<file path="src/rtl/better_neighbor_writer.sv">
// Scans the neighbor Q-table, appends IDs that beat _mybest to the betterNeighbor list,
// then writes the list length. Optional macro SELF_FILTER_EN excludes MY_NODE_ID entries.
module better_neighbor_writer #(
    parameter logic [15:0] NB_BASE       = 16'h0600,
    parameter logic [15:0] BN_BASE       = 16'h0668,
    parameter logic [15:0] BN_COUNT_ADDR = 16'h068C,
    parameter logic [15:0] MAX_BN        = 16'd18
) (
    input  logic        clock,
    input  logic        nreset,
    input  logic        start_betterNeighbor,
    input  logic [15:0] _mybest,
    input  logic [15:0] MY_NODE_ID,
    input  logic [15:0] neighborCount,
    input  logic [15:0] data_in,
    output logic [15:0] address,
    output logic [15:0] data_out,
    output logic        wr_en,
    output logic [15:0] betterNeighborCount,
    output logic [15:0] _bestvalue,
    output logic [15:0] _bestneighborID,
    output logic        overflow,
    output logic        done_betterNeighbor,
    output logic [7:0]  cstate
);

    typedef enum logic [3:0] {
        StIdle,
        StAddr,
        StGetId,
        StGetQ,
        StEval,
        StWrite,
        StWrcnt,
        StFin,
        StDone
    } state_e;

    localparam logic [15:0] NoNeighbor = 16'd100;

    state_e      state_q, state_d;
    logic [15:0] n_q, n_d;
    logic [15:0] i_q, i_d;
    logic [15:0] count_q, count_d;
    logic [15:0] id_q, id_d;
    logic [15:0] q_q, q_d;
    logic [15:0] addr_q, addr_d;
    logic [15:0] dout_q, dout_d;
    logic        wr_q, wr_d;
    logic [15:0] best_q, best_d;
    logic [15:0] best_id_q, best_id_d;
    logic        ovf_q, ovf_d;
    logic        done_q, done_d;

    logic        is_self;
    logic        qualify;
    logic        beats_best;
    logic        has_room;

`ifdef SELF_FILTER_EN
    assign is_self = (id_q == MY_NODE_ID);
`else
    logic unused_my_node_id;
    assign unused_my_node_id = ^MY_NODE_ID;
    assign is_self           = 1'b0;
`endif

    // Both compares are strict: ties neither qualify nor displace the earlier best.
    assign qualify    = !is_self && (q_q > _mybest);
    assign beats_best = !is_self && (q_q > best_q);
    assign has_room   = (count_q < MAX_BN);

    always_ff @(posedge clock or negedge nreset) begin
        if (!nreset) begin
            state_q   <= StIdle;
            n_q       <= '0;
            i_q       <= '0;
            count_q   <= '0;
            id_q      <= '0;
            q_q       <= '0;
            addr_q    <= '0;
            dout_q    <= '0;
            wr_q      <= 1'b0;
            best_q    <= '0;
            best_id_q <= NoNeighbor;
            ovf_q     <= 1'b0;
            done_q    <= 1'b0;
        end else begin
            state_q   <= state_d;
            n_q       <= n_d;
            i_q       <= i_d;
            count_q   <= count_d;
            id_q      <= id_d;
            q_q       <= q_d;
            addr_q    <= addr_d;
            dout_q    <= dout_d;
            wr_q      <= wr_d;
            best_q    <= best_d;
            best_id_q <= best_id_d;
            ovf_q     <= ovf_d;
            done_q    <= done_d;
        end
    end

    always_comb begin
        state_d = state_q;
        unique case (state_q)
            StIdle:  if (start_betterNeighbor) state_d = StAddr;
            StAddr:  state_d = (i_q == n_q) ? StWrcnt : StGetId;
            StGetId: state_d = StGetQ;
            StGetQ:  state_d = StEval;
            StEval:  state_d = (qualify && has_room) ? StWrite : StAddr;
            StWrite: state_d = StAddr;
            StWrcnt: state_d = StFin;
            StFin:   state_d = StDone;
            StDone:  if (!start_betterNeighbor) state_d = StIdle;
            default: state_d = StIdle;
        endcase
    end

    always_comb begin
        n_d       = n_q;
        i_d       = i_q;
        count_d   = count_q;
        id_d      = id_q;
        q_d       = q_q;
        addr_d    = addr_q;
        dout_d    = dout_q;
        wr_d      = wr_q;
        best_d    = best_q;
        best_id_d = best_id_q;
        ovf_d     = ovf_q;
        done_d    = done_q;
        unique case (state_q)
            StIdle: begin
                if (start_betterNeighbor) begin
                    n_d       = neighborCount;
                    i_d       = '0;
                    count_d   = '0;
                    ovf_d     = 1'b0;
                    best_d    = '0;
                    best_id_d = NoNeighbor;
                    done_d    = 1'b0;
                end
            end
            StAddr: begin
                if (i_q != n_q) addr_d = NB_BASE + (i_q << 2);
            end
            StGetId: begin
                id_d   = data_in;
                addr_d = addr_q + 16'd2;
            end
            StGetQ: begin
                q_d = data_in;
            end
            StEval: begin
                if (beats_best) begin
                    best_d    = q_q;
                    best_id_d = id_q;
                end
                if (qualify && has_room) begin
                    addr_d = BN_BASE + (count_q << 1);
                    dout_d = id_q;
                    wr_d   = 1'b1;
                end else begin
                    if (qualify) ovf_d = 1'b1;
                    i_d = i_q + 16'd1;
                end
            end
            StWrite: begin
                wr_d    = 1'b0;
                count_d = count_q + 16'd1;
                i_d     = i_q + 16'd1;
            end
            StWrcnt: begin
                addr_d = BN_COUNT_ADDR;
                dout_d = count_q;
                wr_d   = 1'b1;
            end
            StFin: begin
                wr_d   = 1'b0;
                done_d = 1'b1;
            end
            StDone: begin
                if (!start_betterNeighbor) done_d = 1'b0;
            end
            default: ;
        endcase
    end

    assign address             = addr_q;
    assign data_out            = dout_q;
    assign wr_en               = wr_q;
    assign betterNeighborCount = count_q;
    assign _bestvalue          = best_q;
    assign _bestneighborID     = best_id_q;
    assign overflow            = ovf_q;
    assign done_betterNeighbor = done_q;
    assign cstate              = {4'b0000, state_q};

endmodule

</file>
<file path="config.mk">
export PLATFORM = sky130hd
export DESIGN_NAME = better_neighbor_writer
export DESIGN_NICKNAME = d
export VERILOG_FILES = /design/src/rtl/better_neighbor_writer.sv
export SDC_FILE = /design/constraint.sdc
export NUM_CORES = 1
export LEC_CHECK = 0
export ABC_AREA = 0
export CAP_MARGIN = 20
export CELL_PAD_IN_SITES_DETAIL_PLACEMENT = 1
export CELL_PAD_IN_SITES_GLOBAL_PLACEMENT = 1
export CORE_UTILIZATION = 27
export DETAILED_ROUTE_END_ITERATION = 8
export PLACE_DENSITY = 0.61
export SETUP_SLACK_MARGIN = 0.5
export SLEW_MARGIN = 20
export SYNTH_ARGS = -nofsm -noshare
export SYNTH_HDL_FRONTEND = slang
export SYNTH_SLANG_ARGS = --single-unit
</file>
<file path="constraint.sdc">
create_clock -name clock -period 2.3 [get_ports clock]
set_clock_uncertainty 0.05 [all_clocks]
set_input_delay 0.345 -clock clock [delete_from_list [all_inputs] [get_ports clock]]
set_output_delay 0.345 -clock clock [all_outputs]
set_load 0.02 [all_outputs]
</file>
* Word-level counts from Yosys, hierarchy flattened
Index checks and enable logic that the tools add are counted.
** Storage, ports and cells
- Output and inout bits :: 91
- Bits of input ports :: 67
- Logic and storage cells :: 85
- Flip-flop bits (word level) :: 151
** Cells by class
- Reductions and logical operators :: 20
- Magnitude comparators :: 3
- $add $sub $neg :: 5
- Equal/unequal tests :: 17
- Mux-type cells :: 27
** Operator list (number)
- $mux W16 :: 8
- $pmux W16 S2 :: 4
- $pmux W16 S4 :: 1
- $pmux W16 S3 :: 1
- $pmux W4 S9 :: 1
- $add A11 B16 Y16 const A :: 2
- $add A16 B1 Y16 const B :: 2
- $gt A16 B16 Y1 :: 2
- $add A16 B2 Y16 const B :: 1
- $eq A16 B16 Y1 :: 1
- $eq A4 B3 Y1 const B :: 4
- $lt A16 B5 Y1 const B :: 1
- $ne A16 B16 Y1 :: 1
- $ne A2 B2 Y1 const B :: 7
- $reduce_and A3 Y1 :: 4
- $reduce_and A2 Y1 :: 5
- $reduce_bool A3 Y1 :: 3
- $eq A4 B2 Y1 const B :: 2
- $mux W4 :: 2
- $mux W3 :: 2
- $pmux W1 S3 :: 2
- $reduce_bool A2 Y1 :: 3
- $mux W1 :: 5
- $eq A4 B1 Y1 const B :: 1
- 7 further kinds :: 7

* Depth between registers and ports, before layout
- Depth in word-level cells :: 4
- Depth in mapped cells :: 11
- Gate-level depth less buffers :: 8

* Worst setup path after synthesis
OpenSTA, ideal clock, no wires.
- Kind :: flip-flop to flip-flop
- From :: register count_q[2] (netlist: betterNeighborCount[2])
- To :: register dout_q[10] (netlist: data_out[10])
- Data required time :: 2118 ps
- Period minus slack after synthesis :: 2491 ps
- Stages on the path, launching flop included :: 12
- Slack :: -191 ps
- Data arrival time :: 2309 ps
- Buffers on the path :: 3
- Library setup time :: 132 ps
- Cell sequence :: dfrtp_1 clkbuf_1 inv_1 ha_1 nand2_1 a21boi_0 a211o_2 a311o_1 buf_6 buf_6 mux2i_1 o21ai_1
** On the way
- Longest elaborated chain between the ends :: 4
** Ends and longest elaborated chain
- start: declaration :: RTL line 44 : logic [15:0] count_q, count_d;
- start signal: assignment :: RTL line 92 : count_q <= count_d;
- $lt A16 B5 Y1 :: RTL line 71 : assign has_room = (count_q < MAX_BN);
- $logic_and A1 B1 Y1 :: RTL line 161 : if (qualify && has_room) begin
- $ne A2 B2 Y1 (no line)
- $reduce_and A2 Y1 (no line)
- end signal: assignment :: RTL line 96 : dout_q <= dout_d;
- end: declaration :: RTL line 48 : logic [15:0] dout_q, dout_d;
No other way between the ends.
A chain may end at the register's enable or synchronous reset.

* Worst setup path in the final report
- From :: register q_q[9]
- To :: register i_q[14]
** On the way
- Longest elaborated chain between the ends :: 4
** Ends and longest elaborated chain
- start: declaration :: RTL line 46 : logic [15:0] q_q, q_d;
- start signal: assignment :: RTL line 94 : q_q <= q_d;
- $gt A16 B16 Y1 :: RTL line 69 : assign qualify = !is_self && (q_q > _mybest);
- $logic_and A1 B1 Y1 :: RTL line 161
- $ne A2 B2 Y1 (no line)
- $reduce_and A3 Y1 (no line)
- end signal: assignment :: RTL line 91 : i_q <= i_d;
- end: declaration :: RTL line 43 : logic [15:0] i_q, i_d;
No other way between the ends.

==> impl_metrics.ini <==
[timing]
fin_crit_ns = 2.59
min_period_over_period_pct = 112
setup-violations-final = 80
worst_hold_slack_ns = 0.359
fmax_mhz = 387
slew_headroom_pct = 39.3
finalSetupTns_ns = -17.82
drv_slew = 0
setup_ws_ns = -0.287
worstMarginPinSlew_ns = 0.888
finalHoldViolCount = 0
rsz0062_at_grt = true

[clock_tree]
clk_pin_slew_ns = 0.08
clockBufferDepth = 2
cts_tree = done
clock-sinks = 150
root_buffer = clkbuf_16
cts_max_level = 4
clkLatencyLatePin_ns = 0.44
numCtsBuffers = 17

[routing]
final_antenna_net_count = 0
first_iter_violations = 488
drc = 14
route.detailed.wl_per_inst_um = 19.9
avgViaCountPerCell = 4.98
num_vias = 7849
wirelength_um = 31400
drtPass1Iterations = 7

[logic_synthesis]
synth_edf_count = 0
synth-async-reset-ratio_pct = 100
ys.flop_type = dfrtp_1
yosysWarnings = 0
synth-simple-area-share_pct = 15.9
yosysTopAreaCell = dfrtp_1
synth-seq-area-share_pct = 44.3
synth_xor_area_share_pct = 3.51
synth-seq-cells = 150
synth.mux.area_fraction_pct = 8.44
synth_adder_area_share_pct = 5.89
synth.avg_cell_area_um2 = 9.21
synth_top_area_share_pct = 43.3
synthesis.instances = 922
synth.distinct_cells = 62
synth_compound_area_share_pct = 15.4
synth_area_um2 = 8490
synthTopCellsByArea = dfrtp_1 (43%), nand2_1 (6.2%), ha_1 (5.9%)
synth_top_family_by_area = simple AND/OR/NAND/NOR gates

[grt]
grt_pass1_vias = 8280
grt-ovfl-total = 0
grt_max_degree = 42
grt_pass1_wl_um = 48500
antenna_found_initial = 0
grt_usage_pct = 20.0

[floorplanning]
die_h_um = 179
start_util_pct = 27.6
die_w_um = 179
num_rows = 64
dieArea_um2 = 32200
io_pins = 158
core_um2 = 30700

[layout]
fin_util_pct = 41.4
areaGrowthSynthToFinish_pct = 49.8
nNetsFinal = 1275
antenna_cells = 0
drive_gt1_share_pct = 26.6
design_area_um2 = 12700

[pwr]
max-vdd-ir-drop_mv = 0.646
leakagePower_nw = 5.75
power_mw = 15.1
power_density_nw_per_um2 = 1190

[setup_path]
crit_top_cell = o31ai_2
crit_type = reg -> reg
worstSetupStartpointType = register
cp_slowest_cell = dfrtp_1
cpLargestDelayFamily = compound AO/OA/AOI/OAI gates
critPathMaxFanout = 8
critPathRequiredTime_ns = 2.60
crit_chain = ha_4 > nand4_1 > nor4_4 > o21ai_2 > buf_6 > a311oi_4 > clkbuf_16 > o31ai_2 > o31ai_2
arrival_ns = 2.88
path_buf_inv = 2
ff2ff_path_depth = 9
cp.depth = 9
worstSetupEndpointType = register
max_stage_delay_ns = 0.43

[run_status]
status = complete, but fails checks
violations = design-rule violations, negative setup slack

[placed_design]
gp_congestion = 0.857
placed_area_um2 = 11200
post-dp-hpwl_um = 22400
io_buffers = 136

[job]
maxCapViolCount = 0

[hold_path]
hold_path.class = in -> async
## Yosys cell counts, types with 26 or more instances
library cell and number:
a21oi_1 26, clkbuf_1 35, dfrtp_1 147, ha_1 40, inv_1 74, mux2i_1 48, nand2_1 141, nand3_1 29
nor2_1 42, o21ai_0 56, o21ai_1 33
## area by class of cell
class,instances,area (um^2)
Inverter,74,282
Fill cell,3500,18000
Clock inverter,12,146
Multi-Input combinational cell,646,4870
Sequential cell,150,3780
Tap cell,396,495
Clock buffer,20,447
Timing Repair Buffer,279,2690
## repair_timing
action	in CTS	in global routing
gates resized for setup	141	88
endpoints found under the hold margin	35	0
endpoints found under the setup margin	187	105
hold buffers	1	0
pin swaps	13	25
cloned	3	1
buffers inserted	19	14
## where the power goes
group	switching, mW	internal (mW)	total, mW
combinational	4.36	3.44	7.79
clock	1.27	1.65	2.92
sequential	0.805	3.58	4.38
total	6.43	8.66	15.1
## per-stage QoR
| step | cells | setup slack, ns |
|---|---|---|
| 6_report | 1577 | -0.287 |
| 5_1_grt | 1577 | -0.368 |
| 4_1_cts | 1562 | -0.237 |
| 3_5_place_dp | 1507 | -0.705 |
| 3_3_place_gp | 1507 | -0.652 |
| 2_1_floorplan | 926 | 0.00462 |
## cell families (layout without fill, tap and decap cells)
kind of cell | count (synthesis) | in the layout
compound gates | 205 | 205
xor+xnor | 34 | 34
fa+ha+maj | 40 | 40
buf+inv | 130 | 385
flops | 150 | 150
mux | 69 | 69
other cells | 1 | 5
simple gates | 293 | 293
## cell usage in the layout, fill, tap and decap left out, types with 7 or more instances in the layout
cell type,n
buf_6,30
a21oi_1,25
inv_1,68
ha_4,13
nand3_1,22
o31ai_1,8
dlygate4sd2_1,79
nand2b_1,13
buf_12,14
nand2_1,136
nor3_1,16
o2bb2ai_2,11
xnor2_1,14
o211ai_1,13
mux2i_1,46
nor2_1,37
dfrtp_1,128
mux2_2,17
ha_1,26
nor4_1,8
o21ai_1,30
dfrtp_2,19
o21ai_0,51
nand4_1,10
o21ai_2,7
buf_4,93
xor2_1,20
clkbuf_16,18
clkdlybuf4s50_1,49
## worst register-to-register path, cell delays in order, from the launching register on
cell and delay (ns):
dfrtp_1 0.43, ha_4 0.28, nand4_1 0.17, nor4_4 0.43, o21ai_2 0.15, buf_6 0.15, a311oi_4 0.40, clkbuf_16 0.27
o31ai_2 0.09, o31ai_2 0.07
## final timing paths
check / slack [ns] / to / start
worst max-delay path: -0.29 / i_q[14] / q_q[9]
worst min-delay path: 0.36 / n_q[8] / nreset
worst max register to register: -0.29 / i_q[14] / q_q[9]
worst min register to register: 0.48 / _bestneighborID[0] / _bestneighborID[0]
max in group asynchronous: 1.21 / _bestneighborID[5] / nreset
min in group clock: 0.47 / id_q[2] / data_in[2]
## state kept, by name (all words and copies together), names as in the netlist
name                 count
_bestvalue              16
n_q                     16
betterNeighborCount     16
_bestneighborID         16
wr_en                    1
overflow                 1
data_out                16
done_betterNeighbor      1
id_q                    16
address                 15
q_q                     16
state_q                  4
i_q                     16
## metal layers
metal	part of all wire (%)	vias up	global-route usage, %
li1	-	3693	-
met5	0	-	0
met3	4.2	25	4.05
met4	1.6	0	5.29
met1	46	3965	26.5
met2	49	166	33.2
No activity file was read; power rests on OpenSTA's default activity.
